### config.mk
export PLATFORM = sky130hd
export DESIGN_NAME = move_input_ctrl
export DESIGN_NICKNAME = d
export VERILOG_FILES = /design/src/rtl/connect4_pkg.sv /design/src/rtl/btn_edge_repeat.sv /design/src/rtl/move_input_ctrl.sv
export SDC_FILE = /design/constraint.sdc
export NUM_CORES = 1
export LEC_CHECK = 0
export CAP_MARGIN = 20
export CORE_UTILIZATION = 55
export DETAILED_ROUTE_END_ITERATION = 10
export GPL_TIMING_DRIVEN = 0
export PLACE_DENSITY = 0.84
export SYNTH_ARGS = -nofsm -noshare
export SYNTH_HDL_FRONTEND = slang
export SYNTH_HIERARCHICAL = 1
export SYNTH_SLANG_ARGS = --single-unit
export TNS_END_PERCENT = 1
### constraint.sdc
create_clock -name clk -period 7.2 [get_ports clk]
set_input_delay 1.8 -clock clk [delete_from_list [all_inputs] [get_ports clk]]
set_output_delay 1.8 -clock clk [all_outputs]
set_load 0.03 [all_outputs]
### src/rtl/connect4_pkg.sv
// Shared Connect4 constants and the drop-handshake state type used by both
// the input controller and the game logic on the ack side.
package connect4_pkg;

    localparam int NUM_COLS = 7;
    localparam int COL_W    = 3;

    typedef enum logic [0:0] {
        IDLE,
        WAIT_ACK
    } ack_state_e;

endpackage

### src/rtl/btn_edge_repeat.sv
// Rising-edge detector for one debounced switch, with optional hold-to-repeat.
// step pulses for one cycle on a fresh press and on each auto-repeat.
module btn_edge_repeat #(
    parameter bit REPEAT_EN    = 1'b1,
    parameter int REPEAT_DELAY = 25000000,
    parameter int REPEAT_RATE  = 10000000
) (
    input  logic clk,
    input  logic rst,
    input  logic btn,
    input  logic enable,
    output logic step
);

    localparam int CNT_MAX = (REPEAT_DELAY > REPEAT_RATE) ? REPEAT_DELAY : REPEAT_RATE;
    localparam int CNT_W   = $clog2(CNT_MAX + 1);
    localparam logic [CNT_W-1:0] DELAY_LAST = CNT_W'(REPEAT_DELAY - 1);
    localparam logic [CNT_W-1:0] RATE_LAST  = CNT_W'(REPEAT_RATE - 1);

    logic             prev_q;
    logic             armed_q;
    logic             rep_q;
    logic [CNT_W-1:0] cnt_q;
    logic             press;
    logic             fire;

    assign press = btn & ~prev_q;
    assign fire  = REPEAT_EN && armed_q && btn &&
                   (cnt_q == (rep_q ? RATE_LAST : DELAY_LAST));
    assign step  = enable & (press | fire);

    // Repeat only follows a press this block accepted, so a switch held
    // through reset or through a suppressed window never starts repeating.
    always_ff @(posedge clk) begin
        // NOTE: sequential state uses non-blocking assignments so every
        // register samples pre-edge values regardless of statement order.
        if (rst) begin
            prev_q  <= 1'b1;
            armed_q <= 1'b0;
            rep_q   <= 1'b0;
            cnt_q   <= '0;
        end else begin
            prev_q <= btn;
            if (!enable || !btn) begin
                armed_q <= 1'b0;
                rep_q   <= 1'b0;
                cnt_q   <= '0;
            end else if (press) begin
                armed_q <= 1'b1;
                rep_q   <= 1'b0;
                cnt_q   <= '0;
            end else if (armed_q && REPEAT_EN) begin
                if (fire) begin
                    rep_q <= 1'b1;
                    cnt_q <= '0;
                end else begin
                    cnt_q <= cnt_q + 1'b1;
                end
            end
        end
    end

endmodule

### src/rtl/move_input_ctrl.sv
// Connect4 switch-to-command front end: cursor column plus drop req/ack.
// Define MOVE_INPUT_WRAP_EN to wrap the cursor at the board edges.
module move_input_ctrl
    import connect4_pkg::*;
#(
    parameter int NUM_COLS     = connect4_pkg::NUM_COLS,
    parameter int COL_W        = connect4_pkg::COL_W,
    parameter int REPEAT_DELAY = 25000000,
    parameter int REPEAT_RATE  = 10000000
) (
    input  logic             clk,
    input  logic             rst,
    input  logic             btn_left,
    input  logic             btn_right,
    input  logic             btn_drop,
    input  logic             game_busy,
    input  logic             drop_ack,
    output logic [COL_W-1:0] cursor_col,
    output logic             drop_req,
    output logic [COL_W-1:0] drop_col
);

`ifdef MOVE_INPUT_WRAP_EN
    localparam bit WRAP_EN = 1'b1;
`else
    localparam bit WRAP_EN = 1'b0;
`endif

    localparam logic [COL_W-1:0] MAX_COL   = COL_W'(NUM_COLS - 1);
    localparam logic [COL_W-1:0] RESET_COL = COL_W'(NUM_COLS / 2);

    ack_state_e       state_q, state_d;
    logic [COL_W-1:0] cursor_q, cursor_d;
    logic [COL_W-1:0] drop_col_q, drop_col_d;
    logic             left_step, right_step, drop_step;
    logic             move_en;

    // Drop outranks direction, and both directions together cancel out.
    assign move_en = (state_q == IDLE) & ~(btn_left & btn_right) & ~drop_step;

    btn_edge_repeat #(
        .REPEAT_EN   (1'b1),
        .REPEAT_DELAY(REPEAT_DELAY),
        .REPEAT_RATE (REPEAT_RATE)
    ) u_left (
        .clk   (clk),
        .rst   (rst),
        .btn   (btn_left),
        .enable(move_en),
        .step  (left_step)
    );

    btn_edge_repeat #(
        .REPEAT_EN   (1'b1),
        .REPEAT_DELAY(REPEAT_DELAY),
        .REPEAT_RATE (REPEAT_RATE)
    ) u_right (
        .clk   (clk),
        .rst   (rst),
        .btn   (btn_right),
        .enable(move_en),
        .step  (right_step)
    );

    btn_edge_repeat #(
        .REPEAT_EN   (1'b0),
        .REPEAT_DELAY(REPEAT_DELAY),
        .REPEAT_RATE (REPEAT_RATE)
    ) u_drop (
        .clk   (clk),
        .rst   (rst),
        .btn   (btn_drop),
        .enable(1'b1),
        .step  (drop_step)
    );

    always_ff @(posedge clk) begin
        if (rst) begin
            state_q    <= IDLE;
            cursor_q   <= RESET_COL;
            drop_col_q <= '0;
        end else begin
            state_q    <= state_d;
            cursor_q   <= cursor_d;
            drop_col_q <= drop_col_d;
        end
    end

    always_comb begin
        // NOTE: every output of this block gets a default first, so no path
        // leaves a signal unassigned and no latch is inferred.
        state_d    = state_q;
        cursor_d   = cursor_q;
        drop_col_d = drop_col_q;
        case (state_q)
            IDLE: begin
                if (drop_step && !game_busy) begin
                    state_d    = WAIT_ACK;
                    drop_col_d = cursor_q;
                end else if (left_step) begin
                    if (cursor_q != '0) cursor_d = cursor_q - 1'b1;
                    else if (WRAP_EN)   cursor_d = MAX_COL;
                end else if (right_step) begin
                    if (cursor_q != MAX_COL) cursor_d = cursor_q + 1'b1;
                    else if (WRAP_EN)        cursor_d = '0;
                end
            end
            WAIT_ACK: begin
                if (drop_ack) state_d = IDLE;
            end
            default: state_d = IDLE;
        endcase
    end

    assign cursor_col = cursor_q;
    assign drop_req   = (state_q == WAIT_ACK);
    assign drop_col   = drop_col_q;

endmodule

# [Yosys cells after proc, flatten, opt, wreduce, memory -nomap -nowiden]
# Cells that the tools add are included.
# W data, S select, Z words.
[totals] ff_bits=64 input_bits=7 output_inout_bits=7 wordCells=70
[classes] n_addsub=4 n_eq_ne=4 muxes=11 bitwise_logic=17 n_reduce_logical=22
[op_table] operator="$mux W25" count=4
[op_table] operator="$add A25 B1 Y25 const B" count=2
[op_table] operator="$eq A25 B25 Y1" count=2
[op_table] operator="$mux W3" count=4
[op_table] operator="$and A1 B1 Y1" count=8
[op_table] operator="$not A1 Y1" count=7
[op_table] operator="$reduce_and A2 Y1" count=3
[op_table] operator="$reduce_or A3 Y1" count=2
[op_table] operator="$logic_and A1 B1 Y1" count=5
[op_table] operator="$reduce_and A5 Y1" count=1
[op_table] operator="$logic_not A1 Y1" count=4
[op_table] operator="$reduce_bool A2 Y1" count=2
[op_table] operator="$reduce_or A2 Y1" count=2
[op_table] operator="$add A3 B1 Y3 const B" count=1
[op_table] operator="$ne A3 B3 Y1 const B" count=1
[op_table] operator="$reduce_bool A3 Y1" count=1
[op_table] operator="$sub A3 B1 Y3 const B" count=1
[op_table] operator="$logic_or A1 B1 Y1" count=2
[op_table] operator="$mux W1" count=2
[op_table] operator="$ne A2 B1 Y1 const B" count=1
[op_table] operator="$or A1 B1 Y1" count=2
[op_table] operator="$pmux W1 S2" count=1

# [Logic depth before layout (Yosys ltp)]
[depth] ltp_word=7 depth_mapped=11 ltp_nobuf=9

# [Modules after synthesis]
# Netlist, hierarchy kept.
[modules_own_cells] module="btn_edge_repeat (u_left ...)" instances=2 cells_per_inst=164 area_per_inst_um2=1468.9 seq_area_each_um2=560.5
[modules_own_cells] module="move_input_ctrl" instances=1 cells_per_inst=41 area_per_inst_um2=374.1 seq_area_each_um2=140.1
[modules_own_cells] module="btn_edge_repeat (u_drop)" instances=1 cells_per_inst=3 area_per_inst_um2=36.3 seq_area_each_um2=20.0

# [Least setup slack after synthesis]
# Ideal clock, no wire load.
[synth_timing] path_kind="input to register" startpoint="in btn_left" endpoint="reg cursor_q[2] (netlist: cursor_col[2])" setup_time_ps=121 t_arrival_ps=4126 t_required_ps=7079 path_slack_ps=2953 cell_stages=10 n_path_buf=1 cell_sequence="and3_1 > o211ai_1 > a2111oi_4 > buf_2 > o21a_1 > inv_1 > fa_1 > xor2_1 > nor3b_1 > mux2_4"
[synth_between] elab_chain_cells=7
[synth_lines] element="from (decl)" line="move_input_ctrl.sv:13" text="input logic btn_left,"
[synth_lines] element="$and A1 B1 Y1" line="move_input_ctrl.sv:39" text="assign move_en = (state_q == IDLE) & ~(btn_left & btn_right) & ~drop_step;"
[synth_lines] element="$not A1 Y1" line="move_input_ctrl.sv:39"
[synth_lines] element="$and A1 B1 Y1 (2 in series)" line="move_input_ctrl.sv:39"
[synth_lines] element="$and A1 B1 Y1 *" line="btn_edge_repeat.sv:30" text="assign step = enable & (press | fire);"
[synth_lines] element="named net left_step" line="move_input_ctrl.sv:35" text="logic left_step, right_step, drop_step;"
[synth_lines] element="$ne A2 B1 Y1 (no source line) / $reduce_bool A2 Y1 (equally long branches)"
[synth_lines] element="$reduce_and A5 Y1 (no source line)"
[synth_lines] element="to (signal assigned)" line="move_input_ctrl.sv:84" text="cursor_q <= cursor_d;"
[synth_lines] element="to (decl)" line="move_input_ctrl.sv:33" text="logic [COL_W-1:0] cursor_q, cursor_d;"
# Mark *: on every way through the listed nets, which the timed path passes. The rest lies on a longest branch.
# A chain may end at the register's enable or synchronous reset.

# [Worst setup path after layout]
# Ends and elaborated chain as after synthesis.

==> flow_metrics.tcl <==
set metrics [dict create \
    status "complete, no violations" \
    synthMuxAreaShare 0.0135 \
    cap_violations 0 \
    synthSimpleGateAreaFrac 0.333 \
    h-tree-depth 3 \
    cts-hold-fix-buffers 0 \
    track_usage 0.252 \
    slew_headroom 0.532 \
    synth_compound_area_frac 0.149 \
    drtPass1Iterations 5 \
    seqPwrFrac 0.493 \
    place.port_buffers 13 \
    antenna_found_initial 0 \
    gp_congestion 0.877 \
    cts_sinks 64 \
    dp_hpwl_mm 4.79 \
    max-vdd-ir-drop_v 0.000132 \
    fp.dieH_um 80.0 \
    cts_inserted_buffers 9 \
    synth_top_family_by_area "simple AND/OR/NAND/NOR gates" \
    synthXorXnorAreaFrac 0.0706 \
    drtIter0Drc 259 \
    hold_viol_final 0 \
    area_growth_pct 13.1 \
    period_needed_ps 4960 \
    post-route-drc-count 0 \
    setup_tns_ps 0 \
    fin_crit_sh 0.689 \
    vias 2994 \
    die_area_um2 6400 \
    cts_resized 0 \
    root_buffer "clkbuf_8" \
    leakage_nw 1.11 \
    switchingPower_uw 155 \
    clkLatencyLatePin_ps 340 \
    clkPwrFrac 0.461 \
    dp_cells 460 \
    path_max_fanout 10 \
    syn_area_per_cell_um2 9.00 \
    postCtsSetupBuffers 0 \
    synthAdderAreaFrac 0.0135 \
    die_w_um 80.0 \
    intPower_uw 575 \
    final_cells 476 \
    clkTransAtPathRegs_ps 60 \
    rsz0062_at_grt "no" \
    synthesis.area_um2 3350 \
    synth_cells 372 \
    nNetsFinal 406 \
    hp-class "flip-flop to flip-flop" \
    start_util 0.569 \
    synthArstFlopShare 0 \
    setup_viol 0 \
    ys_ff_latch 64 \
    critPathKind "primary input to flip-flop" \
    synth_edf_count 0 \
    rows 28 \
    grt_pass1_vias 2718 \
    cp.required_ps 7430 \
    diodes 0 \
    wirelength_mm 7.34 \
    utilization 0.643 \
    grt_max_degree 15 \
    ioPinCount 14 \
    swShare 0.212 \
    core_region_area_um2 5890 \
    cts_max_path_buffers 2 \
    postRouteAntennaNets 0 \
    vias_per_cell 6.29 \
    grt_pass1_wl_mm 12.5 \
    synth_cell_type_count 49 \
    routedWlPerCell_um 15.4 \
    comb_power_share 0.046 \
    maxSlewViolCount 0 \
    worst_pin_slew_ps 698 \
    power.density_cell_area_nw_per_um2 193 \
    cp-start-kind "primary input" \
    ys_seq_area_frac 0.383 \
    fmax_mhz 201 \
    cts_tree "built" \
    final_layout_size_suffix_gt1_frac 0.105 \
    critPathCaptureType "flip-flop" \
    skew_ps 10.0 \
    grt_overflow_total 0 \
    yosysWarnings 6 \
    arrival_ps 5190 \
    fillers 467 \
    syn-num-nets 382 \
    synth_ff_type "dfxtp_1" \
]
[area by class of cell]
| class | count | area [um^2] | share of cell area |
|---|---|---|---|
| Buffer | 16 | 75.1 | 0.0198 |
| Clock buffer | 13 | 149 | 0.0393 |
| Clock inverter | 3 | 65.1 | 0.0172 |
| Inverter | 13 | 48.8 | 0.0129 |
| Multi-Input combinational cell | 279 | 1940 | 0.513 |
| Sequential cell | 64 | 1280 | 0.338 |
| Tap cell | 75 | 93.8 | 0.0248 |
| Timing Repair Buffer | 13 | 130 | 0.0344 |
[cell families (layout without fill, tap and decap cells)]
| logic type | after synthesis | count (layout) |
|---|---|---|
| fa+ha+maj | 3 | 3 |
| simple gates | 178 | 178 |
| mux | 4 | 4 |
| compound gates | 66 | 66 |
| xor+xnor | 27 | 27 |
| buf+inv | 29 | 58 |
| flops | 64 | 64 |
| other cells | 1 | 1 |
[state kept, by name, summed over array words and instances, names as in the netlist]
signal and count:
u_left/prev_q 1, drop_col 3, u_right/cnt_q 25, u_right/armed_q 1, u_right/rep_q 1, u_right/prev_q 1, drop_req 1, u_left/armed_q 1
u_left/rep_q 1, u_drop/prev_q 1, u_left/cnt_q 25, cursor_col 3
[layout by cell type, fill, tap and decap left out, drive strengths merged, types with 3 or more instances in the layout]
master and n:
a211oi 23, a21oi 5, and4 6, buf 8, clkbuf 21, clkdlybuf4s50 13, dfxtp 64, inv 13
mux2i 3, nand2 22, nand3 14, nand4 18, nand4b 4, nor2 12, nor2b 9, nor3 33
nor3b 3, nor4 6, nor4b 4, nor4bb 4, o211ai 3, o21ai 23, or2 3, or3 25
or3b 4, or4 6, xnor2 18, xor2 9
[synthesized netlist by cell type, types with 3 or more instances]
master	number	area [um^2]
nand4_4	4	85.1
a211oi_1	19	143
nand4b_1	4	35.0
o211ai_1	3	22.5
nor4b_1	4	35.0
o21ai_0	22	110
a21oi_1	4	20.0
a211oi_2	4	50.1
mux2i_1	3	30.0
inv_1	13	48.8
nor2b_1	9	56.3
nor2_1	12	45.0
nor3b_1	3	22.5
xor2_1	9	78.8
or3_1	25	156
dfxtp_1	64	1280
xnor2_1	18	158
and4_1	6	52.6
nor4bb_1	4	40.0
nand4_1	14	87.6
nand2_1	22	82.6
or4_1	6	45.0
nor3_1	32	160
clkbuf_1	8	30.0
or3b_2	3	26.3
nor4_1	6	37.5
buf_2	6	30.0
nand3_1	14	70.1
[power by group through the flow]
| stage | clock network, mW | logic [mW] | registers [mW] |
|---|---|---|---|
| finish | 0.337 | 0.0334 | 0.360 |
| global route | 0.357 | 0.0363 | 0.361 |
| CTS | 0.341 | 0.0331 | 0.360 |
| detailed placement | 0 | 0.0330 | 0.368 |
| global placement | 0 | 0.0317 | 0.368 |
| floorplan | 0 | 0.0167 | 0.371 |
[routing by layer]
layer | vias to the layer above | global-route usage | wire length (um)
met4 | 0 | 0.121 | 176
met1 | 1388 | 0.327 | 3210
met2 | 135 | 0.399 | 3470
met3 | 25 | 0.0480 | 481
li1 | 1446 | - | -
met5 | - | 0 | 0
[worst max-delay path: stages]
cell and delay, ps:
clkdlybuf4s50_1 620, and3_1 200, o211ai_1 120, a2111oi_4 630, buf_2 360, o21a_1 230, inv_1 90, fa_1 380
xor2_1 160, nor3b_1 270, mux2_4 330
[final timing paths]
check                           slack (ps)  cells past startpoint             from       endpoint
worst min-delay path                   500                      2      drop_col[2]    drop_col[2]
worst min register to register         500                      2      drop_col[2]    drop_col[2]
worst max-delay path                  2240                     11         btn_left  cursor_col[2]
worst max register to register        3710                     10  u_left/cnt_q[7]  cursor_col[2]
[metrics by stage]
stage | hold WS (ps) | cell area [um^2] | setup WS (ps) | total power [mW]
2_1_floorplan | 484 | 3350 | 2950 | 0.388
3_3_place_gp | 480 | 3570 | 1970 | 0.400
3_5_place_dp | 488 | 3570 | 1960 | 0.401
4_1_cts | 510 | 3790 | 2270 | 0.734
5_1_grt | 544 | 3790 | 2060 | 0.754
6_report | 504 | 3790 | 2240 | 0.731
No activity file was read; power rests on OpenSTA's default activity.
